$ cat config.mk
export PLATFORM = sky130hd
export DESIGN_NAME = counter_sequencer
export DESIGN_NICKNAME = d
export VERILOG_FILES = /design/src/rtl/counter_seq_pkg.sv /design/src/rtl/rr_arb2.sv /design/src/rtl/counter_sequencer.sv
export SDC_FILE = /design/constraint.sdc
export NUM_CORES = 1
export LEC_CHECK = 0
export ABC_AREA = 1
export CAP_MARGIN = 20
export CORE_UTILIZATION = 51
export CTS_CLUSTER_SIZE = 24
export DETAILED_ROUTE_END_ITERATION = 8
export DONT_BUFFER_PORTS = 1
export PLACE_DENSITY = 0.69
export SYNTH_ARGS = -nofsm -noshare
export SYNTH_HDL_FRONTEND = slang
export SYNTH_SLANG_ARGS = --single-unit
$ cat constraint.sdc
create_clock -name CLK -period 2.1 [get_ports CLK]
set_input_delay 0.315 -clock CLK [delete_from_list [all_inputs] [get_ports CLK]]
set_output_delay 0.315 -clock CLK [all_outputs]
set_load 0.1 [all_outputs]
$ cat src/rtl/counter_seq_pkg.sv
// Shared types and defaults for the counter sequencer.
package counter_seq_pkg;

    localparam int CNT_WIDTH  = 4;
    localparam int CNT_STEP_W = 8;

    typedef enum logic [1:0] {
        IDLE  = 2'd0,
        LOAD  = 2'd1,
        RUN   = 2'd2,
        CHECK = 2'd3
    } state_e;

    // One latched requester command, sized by the package defaults.
    typedef struct packed {
        logic                  dir;
        logic [CNT_WIDTH-1:0]  start;
        logic [CNT_STEP_W-1:0] steps;
    } cmd_t;

    // Value the counter must hold after the command ran; wraps mod 2**CNT_WIDTH.
    function automatic logic [CNT_WIDTH-1:0] expected_final(input cmd_t cmd);
        logic [CNT_WIDTH-1:0] delta;
        delta = cmd.steps[CNT_WIDTH-1:0];
        return cmd.dir ? (cmd.start + delta) : (cmd.start - delta);
    endfunction

    function automatic logic [1:0] owner_onehot(input logic owner);
        return owner ? 2'b10 : 2'b01;
    endfunction

endpackage

$ cat src/rtl/rr_arb2.sv
// Two-way round-robin arbiter. Combinational only; the parent keeps the
// last-served pointer.
module rr_arb2 (
    input  logic [1:0] req,
    input  logic       last,
    output logic [1:0] gnt_oh
);

    // A lone requester wins; on a tie the one not served last wins.
    always_comb begin
        gnt_oh = 2'b00;
        case (req)
            2'b01:   gnt_oh = 2'b01;
            2'b10:   gnt_oh = 2'b10;
            2'b11:   gnt_oh = last ? 2'b01 : 2'b10;
            default: gnt_oh = 2'b00;
        endcase
    end

endmodule

$ cat src/rtl/counter_sequencer.sv
// Sequences the shared up/down counter for two requesters: arbitrate, load,
// count for the requested number of cycles, then verify the final value.
//
//  state | meaning
//  ------+------------------------------------------------------------
//  IDLE  | waiting; requests are sampled and arbitrated only here
//  LOAD  | grant pulse, counter load strobe with the latched start value
//  RUN   | counter enabled; internal down-counter tracks remaining steps
//  CHECK | done pulse to owner; compare counter against expected value
module counter_sequencer
    import counter_seq_pkg::*;
#(
    parameter int WIDTH  = CNT_WIDTH,
    parameter int STEP_W = CNT_STEP_W
) (
    input  logic                CLK,
    input  logic                reset,
    input  logic [1:0]          req,
    input  logic [1:0]          req_dir,
    input  logic [2*WIDTH-1:0]  req_start,
    input  logic [2*STEP_W-1:0] req_steps,
    input  logic                abort,
    output logic [1:0]          gnt,
    output logic [1:0]          done,
    output logic                busy,
    output logic                err,
    output logic                cnt_load,
    output logic [WIDTH-1:0]    cnt_load_val,
    output logic                cnt_en,
    output logic                cnt_dir,
    input  logic [WIDTH-1:0]    cnt_q
);

    state_e              state_q, state_d;
    cmd_t                cmd_q, cmd_d;
    cmd_t                cand;
    logic                owner_q, owner_d;
    logic                last_q, last_d;
    logic [STEP_W-1:0]   rem_q, rem_d;
    logic [1:0]          win_oh;
    logic                win_idx;

    logic [1:0]          gnt_d, done_d;
    logic                busy_d, err_d, load_d, en_d, dir_d;
    logic [WIDTH-1:0]    load_val_d;

    rr_arb2 u_arb (
        .req    (req),
        .last   (last_q),
        .gnt_oh (win_oh)
    );

    assign win_idx = win_oh[1];

    // Command fields of the arbitration winner.
    always_comb begin
        cand       = '0;
        cand.dir   = req_dir[win_idx];
        cand.start = win_idx ? req_start[2*WIDTH-1:WIDTH] : req_start[WIDTH-1:0];
        cand.steps = win_idx ? req_steps[2*STEP_W-1:STEP_W] : req_steps[STEP_W-1:0];
    end

    // Next state and next values of every registered output.
    always_comb begin
        state_d    = state_q;
        cmd_d      = cmd_q;
        owner_d    = owner_q;
        last_d     = last_q;
        rem_d      = rem_q;
        gnt_d      = 2'b00;
        done_d     = 2'b00;
        load_d     = 1'b0;
        load_val_d = '0;
        en_d       = 1'b0;
        dir_d      = 1'b0;
        err_d      = err;

        case (state_q)
            IDLE: begin
                if (|req) begin
                    state_d    = LOAD;
                    cmd_d      = cand;
                    owner_d    = win_idx;
                    gnt_d      = win_oh;
                    load_d     = 1'b1;
                    load_val_d = cand.start;
                    dir_d      = cand.dir;
                end
            end
            LOAD: begin
                dir_d = cmd_q.dir;
                if (abort) begin
                    state_d = IDLE;
                    last_d  = owner_q;
                    dir_d   = 1'b0;
                end else if (cmd_q.steps == '0) begin
                    state_d = CHECK;
                    done_d  = owner_onehot(owner_q);
                end else begin
                    state_d = RUN;
                    en_d    = 1'b1;
                    rem_d   = cmd_q.steps;
                end
            end
            RUN: begin
                dir_d = cmd_q.dir;
                if (abort) begin
                    state_d = IDLE;
                    last_d  = owner_q;
                    dir_d   = 1'b0;
                end else if (rem_q == STEP_W'(1)) begin
                    // Last enabled cycle: drop enable and report next cycle.
                    state_d = CHECK;
                    done_d  = 2'b00;
                    done_d  = owner_onehot(owner_q);
                end else begin
                    en_d  = 1'b1;
                    rem_d = rem_q - STEP_W'(1);
                end
            end
            CHECK: begin
                if (cnt_q != expected_final(cmd_q)) begin
                    err_d = 1'b1;
                end
                last_d  = owner_q;
                state_d = IDLE;
            end
            default: state_d = IDLE;
        endcase

        busy_d = (state_d != IDLE);
    end

    // State, command latch and registered outputs.
    always_ff @(posedge CLK or posedge reset) begin
        if (reset) begin
            state_q      <= IDLE;
            cmd_q        <= '0;
            owner_q      <= 1'b0;
            // Treat requester 1 as last served so requester 0 wins the first tie.
            last_q       <= 1'b1;
            rem_q        <= '0;
            gnt          <= 2'b00;
            done         <= 2'b00;
            busy         <= 1'b0;
            err          <= 1'b0;
            cnt_load     <= 1'b0;
            cnt_load_val <= '0;
            cnt_en       <= 1'b0;
            cnt_dir      <= 1'b0;
        end else begin
            state_q      <= state_d;
            cmd_q        <= cmd_d;
            owner_q      <= owner_d;
            last_q       <= last_d;
            rem_q        <= rem_d;
            gnt          <= gnt_d;
            done         <= done_d;
            busy         <= busy_d;
            err          <= err_d;
            cnt_load     <= load_d;
            cnt_load_val <= load_val_d;
            cnt_en       <= en_d;
            cnt_dir      <= dir_d;
        end
    end

endmodule

==> reports/metrics.cfg <==
[status]
outcome = finished, final reports clean

[synth]
avgSynthCellArea_um2 = 7.667
synth-seq-area-share_pct = 44.19
synth_fp_nets = 327
synth.distinct_cells = 28
yosys.area.top_type = dfrtp_1
yosysWarnings = 0
synth_edf_count = 0
synth_seq_cells = 38
synth_top_area_share_pct = 42.97
synthTopCellsByArea = dfrtp_1 (43%), nand2_1 (15%), o21ai_0 (7.0%), nor2_1 (5.9%), ha_1 (5.8%)
synth_cells = 281
synth_commonest_cells = nand2_1 (84), dfrtp_1 (37), nor2_1 (34)
ys.flop_type = dfrtp_1
yosysMostFrequentCell = nand2_1
async_reset_ff_share_pct = 100.0
syn_area_um2 = 2155

[routing]
via_per_inst = 5.054
dr.pass1.iters = 4
drtIter0Drc = 118
drc = 0
postRouteAntennaNets = 0
num_vias = 1794
wl_mm = 4.528
wire_per_inst_um = 12.75

[timing]
skew_ns = 0.008823
finalHoldViolations = 0
fmax_mhz = 520.8
rsz0062_at_grt = no
worst_slew_pin_slew_ns = 0.4753
post-route-period-util_pct = 91.43
fin_crit_ns = 1.920
drv_slew = 0
setup_tns_ns = 0
worst_slew_margin_rel_pct = 68.32
finalSetupViolations = 0

[floorplan]
initial_core_util_pct = 53.48
die_w_um = 67.00
dieHeight_um = 67.00
ios = 48
fp.dieArea_um2 = 4488
row_count = 23
coreArea_um2 = 4029

[clock_network]
cts_buffers = 5
clk_latency_ns = 0.29
ctsLongestPathBuffers = 2
clk_pin_slew_ns = 0.08
cts.sinks = 38
hold_buffers = 0
ctsHtreeMaxLevel = 2
root_buffer = clkbuf_8
cts_tree = done

[global_route]
busiest_layer = met2
grt_max_degree = 39
grt_usage_pct = 22.88
grt_pass1_wl_mm = 7.645
met3_usage_pct = 4.966
grt_pass1_vias = 1750
grt_overflow = 0
use_met1_pct = 30.05
antenna_found_initial = 0
grt_use_met2_pct = 36.36

[worst_setup_path]
cp_max_fo = 3
critPathLaunchType = register
arrival_ns = 2.10
end_kind = register
required_ns = 2.28
crit_type = register to register

[layout]
drive_above_1_share_pct = 17.70
diodes = 0
syn_to_final_growth_pct = 15.62
nets = 350
utilization_pct = 61.83

[placed_design]
globalplace.congestion = 0.8113
place_hpwl_mm = 3.404
numPortBuffers = 0

[job]
drv_cap = 0

[pwr]
power.leakage_nw = 1.280
peakVddDrop_mv = 1.233
p_per_area_nw_per_um2 = 1925

[min_path]
hp-class = primary input to async pin

## report_power, final
group / switching [mW] / internal, mW / leakage, nW
registers: 0.239 / 1.06 / 0.472
logic: 1.94 / 1.01 / 0.760
clock network: 0.271 / 0.270 / 0.0478
total: 2.45 / 2.35 / 1.28
## state kept, by name, summed over array words and instances (netlist names)
signal        count
busy              1
cmd_q            13
cnt_dir           1
cnt_en            1
cnt_load          1
cnt_load_val      4
done              2
err               1
gnt               2
last_q            1
owner_q           1
rem_q             8
state_q           2
## layout by cell type (no fill, tap or decap), types with 2 or more instances in the layout
| master | netlist | layout |
|---|---|---|
| inv_2 | 2 | 4 |
| buf_4 | 0 | 21 |
| clkbuf_8 | 0 | 6 |
| o21ai_0 | 30 | 28 |
| a21oi_1 | 3 | 3 |
| nor2_1 | 34 | 33 |
| nand3_1 | 12 | 10 |
| nand3_2 | 0 | 2 |
| nor2_2 | 2 | 3 |
| ha_1 | 10 | 8 |
| nand2_1 | 84 | 81 |
| dfrtp_1 | 37 | 37 |
| inv_1 | 30 | 28 |
| o21bai_1 | 2 | 2 |
| nand3b_1 | 3 | 3 |
| o21ai_1 | 3 | 4 |
| xnor2_1 | 3 | 2 |
| o22ai_1 | 5 | 5 |
| nand4_1 | 3 | 3 |
| nand2_2 | 1 | 4 |
| inv_6 | 2 | 3 |
| nor3_1 | 2 | 2 |
| nor2_4 | 2 | 2 |
## through the flow
step                      setup WS [ns]  cells  hold WS [ns]  power, mW  area, um^2
after floorplan                  0.1481    281        0.4018      3.475        2155
after global placement           0.1063    345        0.3575      3.996        2328
after detailed placement        0.06900    345        0.3530      4.049        2328
after CTS                       0.05208    353       0.03641      4.599        2427
after global routing            0.01697    355       0.08629      5.247        2491
final                            0.1800    355       0.01354      4.794        2491
## critical path, cell delays in order, from the launching register on
cell     delay, ns
dfrtp_1       0.41
inv_2         0.11
ha_4          0.20
nand2_2       0.07
o21ai_2       0.07
fa_2          0.55
xnor2_2       0.10
nand2_1       0.07
nor2_2        0.07
nand3_1       0.06
nand2_1       0.06
nand2_1       0.05
## final timing paths
kind / from / to / slack (ns) / cells past startpoint
max: cmd_q[1]$_DFFE_PP0P_ / err$_DFFE_PP0P_ / 0.18 / 11
max in group asynchronous: reset / last_q$_DFFE_PP1P_ / 1.73 / 2
min reg2reg: owner_q$_DFFE_PP0P_ / done[0]$_DFF_PP0_ / 0.42 / 1
min: reset / rem_q[6]$_DFFE_PP0P_ / 0.01 / 2
max reg2reg: cmd_q[1]$_DFFE_PP0P_ / err$_DFFE_PP0P_ / 0.18 / 11
min in group CLK: req_start[1] / cnt_load_val[1]$_DFF_PP0_ / 0.19 / 2
## metal layers
layer | vias up | part of all wire (%)
met4 | 0 | 1.7
li1 | 943 | -
met5 | - | 0
met1 | 803 | 48
met2 | 42 | 46
met3 | 6 | 4.5
## cells by family (layout without fill, tap and decap cells)
group | after synthesis | after routing | synth area share [%]
flip-flops | 38 | 38 | 44.19
AND/OR/NAND/NOR | 144 | 144 | 28.16
adder cells (fa/ha/maj) | 11 | 11 | 6.736
buffers and inverters | 39 | 63 | 7.840
XOR/XNOR | 4 | 4 | 1.626
AO/OA/AOI/OAI | 45 | 45 | 11.44
## cell type report
type / count / area, um^2
Clock buffer: 6 / 82.58
Clock inverter: 2 / 16.27
Fill cell: 365 / 1538
Inverter: 34 / 137.6
Multi-Input combinational cell: 204 / 1082
Sequential cell: 38 / 952.2
Tap cell: 50 / 62.56
Timing Repair Buffer: 21 / 157.7
## timing repair
item / 4_1_cts / 5_1_grt
resized for setup: 0 / 16
setup buffers: 0 / 2
endpoints found under the setup margin: 0 / 1
No activity file was read; power rests on OpenSTA's default activity.
